===== config.mk =====
export PLATFORM = sky130hd
export DESIGN_NAME = model_matrix_stream_transmitter_flat
export DESIGN_NICKNAME = d
export VERILOG_FILES = /design/src/rtl/model_matrix_pkg.sv /design/src/rtl/model_matrix_stream_transmitter_if.sv /design/src/rtl/model_matrix_index_counter.sv /design/src/rtl/model_matrix_stream_transmitter.sv /design/src/flat_wrapper.sv
export SDC_FILE = /design/constraint.sdc
export NUM_CORES = 1
export LEC_CHECK = 0
export ABC_AREA = 1
export CORE_MARGIN = 2
export CORE_UTILIZATION = 45
export CTS_CLUSTER_SIZE = 30
export DETAILED_ROUTE_END_ITERATION = 8
export MAX_ROUTING_LAYER = met4
export PLACE_DENSITY = 0.6
export SLEW_MARGIN = 20
export SYNTH_ARGS = -nofsm -noshare
export SYNTH_HDL_FRONTEND = slang
export SYNTH_HIERARCHICAL = 1
export SYNTH_SLANG_ARGS = --single-unit

===== constraint.sdc =====
create_clock -name CLK -period 8.5 [get_ports CLK]
set_input_delay 1.7 -clock CLK [delete_from_list [all_inputs] [get_ports CLK]]
set_output_delay 1.7 -clock CLK [all_outputs]
set_load 0.01 [all_outputs]

===== src/rtl/model_matrix_pkg.sv =====
// Shared definitions for the NTM algebra matrix streaming blocks.
//   - model_matrix_state_t : four-state sequencing used by transmit/receive sides
//   - ZERO_/ONE_ DATA and CONTROL constants
//   - index_width()        : counter/index width for a dimension (never below 1)
package model_matrix_pkg;

   typedef enum logic [1:0] {
      STARTER_STATE        = 2'd0,
      MATRIX_INITIAL_STATE = 2'd1,
      MATRIX_OUTPUT_STATE  = 2'd2,
      DONE_STATE           = 2'd3
   } model_matrix_state_t;

   localparam int ZERO_DATA    = 0;
   localparam int ONE_DATA     = 1;
   localparam int ZERO_CONTROL = 0;
   localparam int ONE_CONTROL  = 1;

   // A dimension of 1 still needs a 1-bit index so port widths stay legal.
   function automatic int index_width(input int depth);
      return (depth > 1) ? $clog2(depth) : 1;
   endfunction

endpackage


===== src/rtl/model_matrix_stream_transmitter_if.sv =====
// Bus bundle of the matrix stream transmitter.
//   master : the transmitter (drives ready/size_error/data_out*, receives the rest)
//   slave  : whoever loads the buffer, starts a run and consumes the stream
// Signals: start, ready, size_error, write_enable, write_index_i, write_index_j,
//          write_data, size_i_in, size_j_in, data_out_i_enable, data_out_j_enable, data_out
interface model_matrix_stream_transmitter_if #(
   parameter int DATA_SIZE = 64,
   parameter int SIZE_I    = 4,
   parameter int SIZE_J    = 4
) ();
   import model_matrix_pkg::*;

   localparam int IDX_I_W = index_width(SIZE_I);
   localparam int IDX_J_W = index_width(SIZE_J);

   logic                 start;
   logic                 ready;
   logic                 size_error;
   logic                 write_enable;
   logic [IDX_I_W-1:0]   write_index_i;
   logic [IDX_J_W-1:0]   write_index_j;
   logic [DATA_SIZE-1:0] write_data;
   logic [DATA_SIZE-1:0] size_i_in;
   logic [DATA_SIZE-1:0] size_j_in;
   logic                 data_out_i_enable;
   logic                 data_out_j_enable;
   logic [DATA_SIZE-1:0] data_out;

   modport master (
      input  start, write_enable, write_index_i, write_index_j, write_data,
             size_i_in, size_j_in,
      output ready, size_error, data_out_i_enable, data_out_j_enable, data_out
   );

   modport slave (
      output start, write_enable, write_index_i, write_index_j, write_data,
             size_i_in, size_j_in,
      input  ready, size_error, data_out_i_enable, data_out_j_enable, data_out
   );

endinterface


===== src/rtl/model_matrix_index_counter.sv =====
// Row-major 2-D index counter shared by the matrix stream blocks.
//   CLK, RST        : clock, synchronous active-high reset
//   clear           : force i=j=0
//   enable          : advance one element (j first, then i)
//   last_i, last_j  : highest index to reach in each dimension (size-1)
//   index_i/index_j : current position
//   row_first       : current element is the first of its row
//   last            : current element is the final one; the counter holds there
module model_matrix_index_counter #(
   parameter int IDX_I_W = 2,
   parameter int IDX_J_W = 2,
   parameter int LIMIT_W = 64
) (
   input  logic               CLK,
   input  logic               RST,
   input  logic               clear,
   input  logic               enable,
   input  logic [LIMIT_W-1:0] last_i,
   input  logic [LIMIT_W-1:0] last_j,
   output logic [IDX_I_W-1:0] index_i,
   output logic [IDX_J_W-1:0] index_j,
   output logic               row_first,
   output logic               last
);

   logic [IDX_I_W-1:0] i_reg;
   logic [IDX_J_W-1:0] j_reg;
   logic               i_at_end;
   logic               j_at_end;

   // Limits are compared at full width so oversize limits never alias.
   assign i_at_end = (LIMIT_W'(i_reg) == last_i);
   assign j_at_end = (LIMIT_W'(j_reg) == last_j);

   always_ff @(posedge CLK) begin
      if (RST || clear) begin
         i_reg <= '0;
         j_reg <= '0;
      end else if (enable && !(i_at_end && j_at_end)) begin
         if (j_at_end) begin
            j_reg <= '0;
            i_reg <= i_reg + 1'b1;
         end else begin
            j_reg <= j_reg + 1'b1;
         end
      end
   end

   assign index_i   = i_reg;
   assign index_j   = j_reg;
   assign row_first = (j_reg == '0);
   assign last      = i_at_end && j_at_end;

endmodule


===== src/rtl/model_matrix_stream_transmitter.sv =====
// Transmit side of the matrix streaming interface.
// Holds up to SIZE_I x SIZE_J words written at random; on start emits the
// requested size_i x size_j sub-matrix row-major, one element per clock.
//   CLK, RST : clock, synchronous active-high reset (buffer contents survive reset)
//   bus      : model_matrix_stream_transmitter_if.master (write port, start/sizes,
//              ready/size_error pulses, stream outputs)
module model_matrix_stream_transmitter
   import model_matrix_pkg::*;
#(
   parameter int DATA_SIZE    = 64,
   parameter int CONTROL_SIZE = 4,
   parameter int SIZE_I       = 4,
   parameter int SIZE_J       = 4
) (
   input  logic CLK,
   input  logic RST,
   model_matrix_stream_transmitter_if.master bus
);

   localparam int IDX_I_W = index_width(SIZE_I);
   localparam int IDX_J_W = index_width(SIZE_J);
   localparam int DEPTH   = SIZE_I * SIZE_J;
   localparam int ADDR_W  = index_width(DEPTH);

   model_matrix_state_t  state_reg, state_next;
   logic [DATA_SIZE-1:0] size_i_reg, size_j_reg;
   logic                 ready_reg, ready_next;
   logic                 size_error_reg, size_error_next;
   logic                 i_enable_reg, i_enable_next;
   logic                 j_enable_reg, j_enable_next;
   logic [DATA_SIZE-1:0] data_out_reg;

   logic [DATA_SIZE-1:0] buffer_mem [DEPTH];
   logic                 write_accept;
   logic [ADDR_W-1:0]    write_addr, read_addr;

   logic [IDX_I_W-1:0]   cnt_i;
   logic [IDX_J_W-1:0]   cnt_j;
   logic                 cnt_row_first, cnt_last;
   logic                 size_illegal;

   function automatic logic [ADDR_W-1:0] flat_addr(input logic [IDX_I_W-1:0] i,
                                                   input logic [IDX_J_W-1:0] j);
      return ADDR_W'(i) * ADDR_W'(SIZE_J) + ADDR_W'(j);
   endfunction

   // Sizes are checked unsigned at full word width so a huge request whose
   // low bits look legal is still rejected.
   assign size_illegal = (size_i_reg == DATA_SIZE'(ZERO_DATA)) ||
                         (size_j_reg == DATA_SIZE'(ZERO_DATA)) ||
                         (size_i_reg >  DATA_SIZE'(SIZE_I))    ||
                         (size_j_reg >  DATA_SIZE'(SIZE_J));

   model_matrix_index_counter #(
      .IDX_I_W (IDX_I_W),
      .IDX_J_W (IDX_J_W),
      .LIMIT_W (DATA_SIZE)
   ) u_index_counter (
      .CLK       (CLK),
      .RST       (RST),
      .clear     (state_reg == MATRIX_INITIAL_STATE),
      .enable    (state_reg == MATRIX_OUTPUT_STATE),
      .last_i    (size_i_reg - DATA_SIZE'(ONE_DATA)),
      .last_j    (size_j_reg - DATA_SIZE'(ONE_DATA)),
      .index_i   (cnt_i),
      .index_j   (cnt_j),
      .row_first (cnt_row_first),
      .last      (cnt_last)
   );

   // Buffer only changes while idle, so a stream always sees a stable snapshot.
   assign write_accept = bus.write_enable && !RST && (state_reg == STARTER_STATE) &&
                         (32'(bus.write_index_i) < 32'(SIZE_I)) &&
                         (32'(bus.write_index_j) < 32'(SIZE_J));
   assign write_addr   = flat_addr(bus.write_index_i, bus.write_index_j);
   assign read_addr    = flat_addr(cnt_i, cnt_j);

   always_ff @(posedge CLK) begin
      if (write_accept) begin
         buffer_mem[write_addr] <= bus.write_data;
      end
   end

   // Registered read straight onto the output; holds between runs.
   always_ff @(posedge CLK) begin
      if (RST) begin
         data_out_reg <= '0;
      end else if (state_reg == MATRIX_OUTPUT_STATE) begin
         data_out_reg <= buffer_mem[read_addr];
      end
   end

   always_ff @(posedge CLK) begin
      if (RST) begin
         size_i_reg <= '0;
         size_j_reg <= '0;
      end else if ((state_reg == STARTER_STATE) && bus.start) begin
         size_i_reg <= bus.size_i_in;
         size_j_reg <= bus.size_j_in;
      end
   end

   always_ff @(posedge CLK) begin
      if (RST) begin
         state_reg      <= STARTER_STATE;
         ready_reg      <= 1'b0;
         size_error_reg <= 1'b0;
         i_enable_reg   <= 1'b0;
         j_enable_reg   <= 1'b0;
      end else begin
         state_reg      <= state_next;
         ready_reg      <= ready_next;
         size_error_reg <= size_error_next;
         i_enable_reg   <= i_enable_next;
         j_enable_reg   <= j_enable_next;
      end
   end

   always_comb begin
      state_next      = state_reg;
      ready_next      = 1'b0;
      size_error_next = 1'b0;
      i_enable_next   = 1'b0;
      j_enable_next   = 1'b0;
      case (state_reg)
         STARTER_STATE: begin
            if (bus.start) begin
               state_next = MATRIX_INITIAL_STATE;
            end
         end
         MATRIX_INITIAL_STATE: begin
            state_next = size_illegal ? DONE_STATE : MATRIX_OUTPUT_STATE;
         end
         MATRIX_OUTPUT_STATE: begin
            j_enable_next = 1'b1;
            i_enable_next = cnt_row_first;
            if (cnt_last) begin
               state_next = DONE_STATE;
            end
         end
         DONE_STATE: begin
            ready_next      = 1'b1;
            size_error_next = size_illegal;
            state_next      = STARTER_STATE;
         end
         default: begin
            state_next = STARTER_STATE;
         end
      endcase
   end

   assign bus.ready             = ready_reg;
   assign bus.size_error        = size_error_reg;
   assign bus.data_out_i_enable = i_enable_reg;
   assign bus.data_out_j_enable = j_enable_reg;
   assign bus.data_out          = data_out_reg;

endmodule


===== src/flat_wrapper.sv =====
// flat-port wrapper written by rule: the top's interface ports become plain ports
module model_matrix_stream_transmitter_flat import model_matrix_pkg::*;
#(
   parameter int DATA_SIZE    = 64,
   parameter int CONTROL_SIZE = 4,
   parameter int SIZE_I       = 4,
   parameter int SIZE_J       = 4
)
  (CLK, RST, bus_start, bus_write_enable, bus_write_index_i, bus_write_index_j, bus_write_data, bus_size_i_in, bus_size_j_in, bus_ready, bus_size_error, bus_data_out_i_enable, bus_data_out_j_enable, bus_data_out);
  model_matrix_stream_transmitter_if #(.DATA_SIZE(DATA_SIZE), .SIZE_I(SIZE_I), .SIZE_J(SIZE_J)) bus_i ();
  input  logic CLK;
  input  logic RST;
  input wire logic [$bits(bus_i.start)-1:0] bus_start;
  input wire logic [$bits(bus_i.write_enable)-1:0] bus_write_enable;
  input wire logic [$bits(bus_i.write_index_i)-1:0] bus_write_index_i;
  input wire logic [$bits(bus_i.write_index_j)-1:0] bus_write_index_j;
  input wire logic [$bits(bus_i.write_data)-1:0] bus_write_data;
  input wire logic [$bits(bus_i.size_i_in)-1:0] bus_size_i_in;
  input wire logic [$bits(bus_i.size_j_in)-1:0] bus_size_j_in;
  output wire logic [$bits(bus_i.ready)-1:0] bus_ready;
  output wire logic [$bits(bus_i.size_error)-1:0] bus_size_error;
  output wire logic [$bits(bus_i.data_out_i_enable)-1:0] bus_data_out_i_enable;
  output wire logic [$bits(bus_i.data_out_j_enable)-1:0] bus_data_out_j_enable;
  output wire logic [$bits(bus_i.data_out)-1:0] bus_data_out;
  assign bus_i.start = bus_start;
  assign bus_i.write_enable = bus_write_enable;
  assign bus_i.write_index_i = bus_write_index_i;
  assign bus_i.write_index_j = bus_write_index_j;
  assign bus_i.write_data = bus_write_data;
  assign bus_i.size_i_in = bus_size_i_in;
  assign bus_i.size_j_in = bus_size_j_in;
  assign bus_ready = bus_i.ready;
  assign bus_size_error = bus_i.size_error;
  assign bus_data_out_i_enable = bus_i.data_out_i_enable;
  assign bus_data_out_j_enable = bus_i.data_out_j_enable;
  assign bus_data_out = bus_i.data_out;
  model_matrix_stream_transmitter #(.DATA_SIZE(DATA_SIZE), .CONTROL_SIZE(CONTROL_SIZE), .SIZE_I(SIZE_I), .SIZE_J(SIZE_J)) u_core (.CLK(CLK), .RST(RST), .bus(bus_i));
endmodule

==> metrics.txt <==
static leakage roughly 21 nW; clk buf depth 3; hold endpoint u_core/size_j_reg[13]; Clock transition at path regs about 0.06 ns; clock skew 0.02516 ns; max FFs per register slightly above 1000; setup bufs post-CTS 0; CP Max Fanout a little under 70; cts hold-fix bufs 0; via-per-instance ratio 5.443; Max IR drop VDD about 200 uV; Final #Nets ~5200; htree depth 4; TritonCTS Buffers 135; post-synth top area share slightly below 60%; Peak Freq roughly 230 MHz; global-route wire length before repair around 210 mm; Pwr per Cell Area around 270 nW/um2; Final Hold Viols 0; Post-DRT Antenna Nets 0; Core ar. 114000 um2; Worst Hold Depth 2; port bufs ~270; initial DRC count just under 3000; CTS Root Cell clkbuf_16; antenna violations before repair 11; count leader, synth nor2_1; starting density of the core between 40% and 50%; post-DR wirelength/cell 21.22 um; pin count of the biggest net entering global routing roughly 190; crit share post-route approximately half; CP Launch Type primary input; Resized Gates After CTS 0; synthesized area between 50000 and 60000 um2; Gate Count Post-Synth between 4000 and 5000; CTS tree built; CP Class in -> reg; Die X approximately 340 um; synth unique cells 40; GRT Residual Overflow 0; Synthesized Nets a little over 5000; Post-synth top flop edfxtp_1; Final setup viols 0; Fill cells around 10000; clock net sink count between 1000 and 1500; vias in the first global route 34532; number of synthesized flops with an enable pin between 1000 and 1500; slew at the pin closest to its max-slew limit 1.092 ns; GRT Overall Usage between 20% and 30%; Largest Register u_core/buffer_mem; final worst slack 4.105 ns; DIE AREA ~120000 um2; layout cells sized above 1 roughly 6.2%; dpl ws ~3.2 ns; post-synthesis register bit count 1226; Syn. warnings 6; worst path required time approximately 8.8 ns; setup TNS 0 ns; post-synthesis sequential area ratio approximately two thirds; Reg2Reg Depth 7; outcome completed; Area contributors post-synth edfxtp_1 60%, dfxtp_1 7.8%, nor2_1 7.5%; RSZ-0062 raised after global routing false; synth cell count leaders 1028 x nor2_1, 1024 x edfxtp_1, 756 x nand2_1; Residual DRC 0; dominant cell type by area after synthesis edfxtp_1; Async SR Flop Fraction 0%; count of maximum capacitance violations 0; DR vias 36151; Hold Crit Start u_core/size_j_reg[13]; post-synthesis average cell area about 11 um2; Clock Latency Late Sink 0.74 ns; Non-Filler Instances 6642; routability cong. between 0.8 and 0.9; HPWL Detailed around 80 mm; IO Pins 268; Critical R2R Launch u_core/state_reg[0]; Post-Route WL 141.0 mm; Initial DRT Pass Iterations 5; minimum clock period after layout 4.395 ns; max-slew violation count 0; Slew headroom between 20% and 30%; R2R setup slack 4.74 ns; worst hold path type reg -> reg; Die Span Y ~340 um; # rows about 120; CP endpoint kind flip-flop; arrival time worst endpoint between 4 and 5 ns; Area Overhead vs Synth 15.98%; Post-Place Cells ~6400; R2R Path End u_core/buffer_mem[14][44]
where the power goes:
| group | leakage, nW | internal [mW] | switching (mW) |
|---|---|---|---|
| sequential | 10.9 | 6.83 | 0.284 |
| clock | 2.11 | 3.29 | 2.43 |
| combinational | 8.26 | 1.19 | 2.42 |
per-stage QoR:
stage / hold slack [ns] / util (%) / total power, mW / area [um2]
final: 0.5034 / 52.52 / 16.44 / 59890
after CTS: 0.5052 / 52.43 / 16.56 / 59790
after floorplan: 0.4681 / - / 9.676 / 51640
after global routing: 0.5328 / 52.52 / 17.26 / 59890
after global placement: 0.4882 / 48.59 / 10.80 / 55410
after detailed placement: 0.4979 / 48.65 / 10.84 / 55480
placed cells by master, fill, tap and decap left out, types with 42 or more instances in the layout:
cell type        netlist  routed
buf_4                 21      42
nand2_1              756     755
dfxtp_1              202     198
edfxtp_1            1024    1024
inv_1                177     173
o221ai_1              64      64
o211ai_1              64      64
nand3_1              295     295
clkdlybuf4s50_1        0     266
xor2_1                84      84
o31ai_1               64      64
nor2_1              1028    1012
a21oi_1              185     185
o21ai_0              414     414
clkbuf_16              0     135
metal layers:
metal / GRT usage (%) / share of wire (%)
met5: - / 0
met2: 39.26 / 49
met1: 32.02 / 43
met4: 6.944 / 2.4
met3: 3.369 / 6.2
cells by family (layout without fill, tap and decap cells):
| family | Yosys count | count (layout) | synth area share [%] |
|---|---|---|---|
| fa+ha+maj | 10 | 10 | 0.2423 |
| buf+inv | 460 | 742 | 3.894 |
| simple gates | 2189 | 2189 | 17.26 |
| flops | 1226 | 1226 | 67.38 |
| compound gates | 835 | 835 | 9.207 |
| xor+xnor | 119 | 119 | 2.018 |
| other cells | 0 | 9 | 0 |
cell type report:
type	count	area, um2	share of cell area (%)
inverters	185	720.7	1.203
well taps	1512	1892	3.159
clock inverters	73	735.7	1.228
multi-input cells	3153	14970	25.00
flip-flops and latches	1226	34810	58.12
repair buffers	317	3171	5.294
diodes	9	22.52	0.03760
clock buffers	167	3568	5.958
worst max-delay path by stage:
stage | startpoint | to | depth (start not counted)
6_report | RST | u_core/buffer_mem[14][44] | 5
5_1_grt | RST | u_core/buffer_mem[14][44] | 5
4_1_cts | RST | u_core/buffer_mem[0][43] | 5
3_5_place_dp | RST | u_core/buffer_mem[0][45] | 5
3_3_place_gp | RST | u_core/buffer_mem[1][40] | 5
2_1_floorplan | RST | u_core/buffer_mem[10][0] | 5
worst max-delay path, cell delays in order:
cell     delay, ns
buf_4         0.38
nor2_1        0.59
nand3_1       0.47
nor2_4        0.64
buf_4         0.91
Note: power is estimated with default switching activity, not from simulation.
